[src/rtl/reg_ram_seq.sv]
// Two-port round-robin sequencer for a level-sensitive register RAM.
// Each access runs SETUP, STROBE and HOLD phases and ends with a one-cycle response.
module reg_ram_seq #(
    parameter int ADDR_W        = 2,
    parameter int DATA_W        = 8,
    parameter int STROBE_CYCLES = 1
) (
    input  logic              clk,
    input  logic              rst_n,
    input  logic              cpu_req_valid,
    output logic              cpu_req_ready,
    input  logic              cpu_req_we,
    input  logic [ADDR_W-1:0] cpu_req_addr,
    input  logic [DATA_W-1:0] cpu_req_wdata,
    input  logic              dbg_req_valid,
    output logic              dbg_req_ready,
    input  logic              dbg_req_we,
    input  logic [ADDR_W-1:0] dbg_req_addr,
    input  logic [DATA_W-1:0] dbg_req_wdata,
    output logic              rsp_valid,
    output logic              rsp_src,
    output logic              rsp_wr,
    output logic [DATA_W-1:0] rsp_data,
    output logic              busy,
    output logic [ADDR_W-1:0] ram_address,
    output logic [DATA_W-1:0] ram_data_in,
    output logic              ram_we,
    output logic              ram_en,
    input  logic [DATA_W-1:0] ram_data_out
);

    typedef enum logic [1:0] {
        IDLE   = 2'd0,
        SETUP  = 2'd1,
        STROBE = 2'd2,
        HOLD   = 2'd3
    } state_t;

    localparam logic [1:0] LAST_CNT = 2'(STROBE_CYCLES - 1);

    state_t            state_q, state_d;
    logic [1:0]        cnt_q, cnt_d;
    logic              last_q, last_d;
    logic              op_we_q, op_we_d;
    logic              src_q, src_d;
    logic [ADDR_W-1:0] addr_q, addr_d;
    logic [DATA_W-1:0] wdata_q, wdata_d;
    logic              we_q, we_d;
    logic              en_q, en_d;
    logic              rsp_valid_q, rsp_valid_d;
    logic              rsp_src_q, rsp_src_d;
    logic              rsp_wr_q, rsp_wr_d;
    logic [DATA_W-1:0] rsp_data_q, rsp_data_d;

    logic idle;
    logic gnt_dbg;

    // last_q holds the previous winner (0=CPU, 1=debug); a tie goes to the other one
    assign idle          = (state_q == IDLE);
    assign gnt_dbg       = dbg_req_valid && (!cpu_req_valid || !last_q);
    assign cpu_req_ready = idle && cpu_req_valid && !gnt_dbg;
    assign dbg_req_ready = idle && gnt_dbg;

    always_comb begin
        state_d     = state_q;
        cnt_d       = cnt_q;
        last_d      = last_q;
        op_we_d     = op_we_q;
        src_d       = src_q;
        addr_d      = addr_q;
        wdata_d     = wdata_q;
        we_d        = 1'b0;
        en_d        = 1'b0;
        rsp_valid_d = 1'b0;
        rsp_src_d   = rsp_src_q;
        rsp_wr_d    = rsp_wr_q;
        rsp_data_d  = rsp_data_q;
        unique case (state_q)
            IDLE: begin
                if (cpu_req_ready || dbg_req_ready) begin
                    state_d = SETUP;
                    en_d    = 1'b1;
                    last_d  = gnt_dbg;
                    src_d   = gnt_dbg;
                    op_we_d = gnt_dbg ? dbg_req_we : cpu_req_we;
                    addr_d  = gnt_dbg ? dbg_req_addr : cpu_req_addr;
                    wdata_d = gnt_dbg ? dbg_req_wdata : cpu_req_wdata;
                end
            end
            SETUP: begin
                state_d = STROBE;
                cnt_d   = 2'd0;
                en_d    = 1'b1;
                we_d    = op_we_q;
            end
            STROBE: begin
                en_d = 1'b1;
                if (cnt_q == LAST_CNT) begin
                    state_d     = HOLD;
                    rsp_valid_d = 1'b1;
                    rsp_src_d   = src_q;
                    rsp_wr_d    = op_we_q;
                    rsp_data_d  = op_we_q ? wdata_q : ram_data_out;
                end else begin
                    cnt_d = cnt_q + 2'd1;
                    we_d  = op_we_q;
                end
            end
            HOLD: begin
                state_d = IDLE;
            end
            default: state_d = IDLE;
        endcase
    end

    always_ff @(posedge clk or negedge rst_n) begin
        if (!rst_n) begin
            state_q     <= IDLE;
            cnt_q       <= 2'd0;
            last_q      <= 1'b1;
            op_we_q     <= 1'b0;
            src_q       <= 1'b0;
            addr_q      <= '0;
            wdata_q     <= '0;
            we_q        <= 1'b0;
            en_q        <= 1'b0;
            rsp_valid_q <= 1'b0;
            rsp_src_q   <= 1'b0;
            rsp_wr_q    <= 1'b0;
            rsp_data_q  <= '0;
        end else begin
            state_q     <= state_d;
            cnt_q       <= cnt_d;
            last_q      <= last_d;
            op_we_q     <= op_we_d;
            src_q       <= src_d;
            addr_q      <= addr_d;
            wdata_q     <= wdata_d;
            we_q        <= we_d;
            en_q        <= en_d;
            rsp_valid_q <= rsp_valid_d;
            rsp_src_q   <= rsp_src_d;
            rsp_wr_q    <= rsp_wr_d;
            rsp_data_q  <= rsp_data_d;
        end
    end

    assign busy        = !idle;
    assign ram_address = addr_q;
    assign ram_data_in = wdata_q;
    assign ram_we      = we_q;
    assign ram_en      = en_q;
    assign rsp_valid   = rsp_valid_q;
    assign rsp_src     = rsp_src_q;
    assign rsp_wr      = rsp_wr_q;
    assign rsp_data    = rsp_data_q;

endmodule
[config.mk]
export PLATFORM = sky130hd
export DESIGN_NAME = reg_ram_seq
export DESIGN_NICKNAME = d
export VERILOG_FILES = /design/src/rtl/reg_ram_seq.sv
export SDC_FILE = /design/constraint.sdc
export NUM_CORES = 1
export LEC_CHECK = 0
export ABC_AREA = 0
export BUFFER_PORTS_ARGS = -buffer_cell sky130_fd_sc_hd__clkbuf_2
export CAP_MARGIN = 10
export CORE_ASPECT_RATIO = 0.8
export CORE_MARGIN = 3
export CORE_UTILIZATION = 25
export DETAILED_ROUTE_END_ITERATION = 16
export GPL_TIMING_DRIVEN = 0
export HOLD_SLACK_MARGIN = 0.12
export PLACE_DENSITY = 0.49
export SETUP_SLACK_MARGIN = 0.5
export SYNTH_ARGS = -nofsm -noshare
export SYNTH_HDL_FRONTEND = slang
export SYNTH_SLANG_ARGS = --single-unit
[constraint.sdc]
create_clock -name clk -period 2.1 [get_ports clk]
set_clock_uncertainty 0.05 [all_clocks]
set_input_delay 0.105 -clock clk [delete_from_list [all_inputs] [get_ports clk]]
set_output_delay 0.105 -clock clk [all_outputs]
set_load 0.005 [all_outputs]
==> results.ini <==
[outcome]
status=finished clean

[synth]
synth-edff-count=0
yosysUniqueCellTypes=24
ys_seq_area_share_pct=51.2
ys.flop_type=dfrtp_1
syn_area_per_cell_um2=10.8
syn-num-nets=176
synth_top_area_share_pct=49.4
synth_warnings=0
syn_inst=136
async_flop_share_pct=100
synth_area_leaders=dfrtp_1, mux2i_1, ha_1
synth_common_cells=dfrtp_1, mux2i_1, a21oi_1, nand2_1, o21ai_0
netlist_area_um2=1470
ys_ff_latch=30
yosys.area.top_type=dfrtp_1
post-synth-top-count-cell=dfrtp_1

[power]
p_sw_w=0.00111
p_clk_share_pct=14.4
p_sw_share_pct=37.6
power.combinational.fraction_pct=50.3
power_frac_seq_pct=35.3
p_per_area_nw_per_um2=1280
vdd_drop_max_v=0.000428
leakage_nw=1.15
power.internal_w=0.00184

[clock_tree]
htreeDepth=2
clock_latency_ps=270
clock-sinks=30
cts.clk_slew.worst_paths_ps=60
clockRootBuffer=clkbuf_8
cts_buffers=5
cts_tree=built
clock_path_buffers=2

[layout]
fin_nets=273
syn_to_final_growth_pct=56.7
finalNonFillerCells=311
drive_gt1_share_pct=39.9
antenna_cells=0

[critical_path]
cp_max_fo=9
worst_path_max_delay_cell=dfrtp_1
arrival_ps=1400
criticalPathCategory=flop to output pin
endpoint_kind=output pin
cp-start-kind=flop
critPathMostFrequentCell=buf_8
cp.required_ps=1950
reg2reg_slack_ps=570
reg2reg_to=state_q[1]
r2r_cells=5
path_cells=inv_2 > ha_4 > buf_8 > buf_8 > and2_1 > clkbuf_2
slowest_delay_ps=390
rr_startpoint=state_q[0]

[drt]
ant_nets=0
dr.pass1.iters=4
drc_errors=0
vias_per_cell=4.35
wirelength_um=4190
vias=1353
drt-initial-drc-count=70
routedWlPerCell_um=13.5

[grt]
track_usage_pct=12.8
grt.overflow.total=0
grt_max_degree=31
grt_pass1_wl_um=6730
grt_pass1_vias=1328
antenna_found_initial=0

[placed_design]
dp.cells=273
port_buffers=59
post-dp-hpwl_um=2980
globalplace.congestion=0.662

[sta]
worst_slew_pin_slew_ps=774
setup_viol=0
relSlewSlack_pct=48.4
period_minus_slack_ps=1550
clock.fmax_mhz=645
rsz0062_at_grt=yes
drv_slew=0
final-hold-violation-count=0
tns_ps=0
timing.final.crit_share_pct=73.8

[floorplan]
die_h_um=74.5
core-area_um2=5560
initial_core_util_pct=26.4
die-area_um2=6830
pin_count=60
die_x_um=91.7
row_count=24

[hold_path]
worstHoldStart=cpu_req_wdata[3]
hold_path.class=primary input to flop
holdPathEnd=ram_data_in[3]
min_path_cells=3

[run]
drv_cap=0

==> per-layer routing <==
layer	routed length, um	up-vias	share of wire [%]	global-route usage (%)
met5	0	-	0	0
met3	241	4	5.8	3.34
met4	44	0	1.1	5.02
met1	2040	620	49	17.5
met2	1860	52	44	19.7
li1	-	677	-	-
==> worst max-delay path, delay by kind of cell, from the launching register on <==
kind | cells | cell delay [ps]
flip-flops | 1 | 390
adder cells (fa/ha/maj) | 1 | 170
buffers and inverters | 4 | 450
AND/OR/NAND/NOR | 1 | 120
==> registers in the layout (all words and copies together), names as in the netlist <==
name / cells
rsp_data: 8
last_q: 1
rsp_valid: 1
op_we_q: 1
ram_data_in: 8
ram_en: 1
rsp_wr: 1
cnt_q: 2
ram_address: 2
state_q: 2
src_q: 1
ram_we: 1
rsp_src: 1
==> cell families after synthesis <==
family                     Yosys count  synth area share (%)
AOI/OAI and AO/OA                   41                  17.3
DFF                                 30                  51.2
adders and majority gates            6                  5.11
buffers and inverters               16                  5.03
and+or+nand+nor                     21                  6.05
muxes                               22                  15.3
==> power by group through the flow <==
stage          combinational (W)  clock (W)  sequential (W)
6_report                 0.00148   0.000424         0.00104
3_5_place_dp             0.00123          0         0.00106
5_1_grt                  0.00165   0.000477         0.00107
4_1_cts                  0.00133   0.000444         0.00104
2_1_floorplan           0.000737          0         0.00103
3_3_place_gp             0.00122          0         0.00106
==> what timing repair did <==
action                                  in CTS  in global routing
endpoints found under the hold margin       45                  0
hold buffers                                23                  0
gates cloned                                 0                  1
endpoints found under the setup margin      19                 15
resized for setup                            8                 11
buffers inserted                             1                  6
pin swaps                                    0                  1
==> layout by cell type, fill, tap and decap left out, types with 4 or more instances in the layout <==
cell type      Yosys  layout
inv_1              7       5
dlygate4sd3_1      0      23
dfrtp_1           29      29
ha_1               6       4
clkbuf_8           0       5
buf_4              1       8
nand2_1           12      11
nor2_1             5       5
clkbuf_2           0      60
o21ai_0           12      12
a21oi_1           12      12
mux2i_1           19      19
a31oi_1           11      11
==> stage by stage <==
| stage | hold WS [ps] | worst slack [ps] | total power, W | utilization (%) | area (um^2) |
|---|---|---|---|---|---|
| floorplan | -241 | 557 | 0.00177 | - | 1470 |
| global placement | 180 | 325 | 0.00228 | 33.5 | 1860 |
| detailed placement | 177 | 311 | 0.00229 | 33.5 | 1860 |
| CTS | 121 | 420 | 0.00282 | 39.6 | 2200 |
| global route | 133 | 463 | 0.00320 | 41.4 | 2300 |
| finish | 123 | 550 | 0.00295 | 41.4 | 2300 |
==> worst max-delay path by stage <==
stage | from | endpoint
final | state_q[0] | dbg_req_ready
after global routing | state_q[1] | dbg_req_ready
after CTS | state_q[1] | dbg_req_ready
after detailed placement | state_q[0] | cnt_q[1]
after global placement | state_q[0] | cnt_q[1]
after floorplan | state_q[0] | state_q[1]
==> cell type report <==
type / instances / area, um^2
Tap cell: 78 / 97.6
Clock buffer: 7 / 76.3
Timing Repair Buffer: 90 / 603
Buffer: 9 / 73.8
Inverter: 7 / 26.3
Multi-Input combinational cell: 90 / 671
Fill cell: 550 / 3260
Sequential cell: 30 / 752
Note: power is estimated with default switching activity, not from simulation.
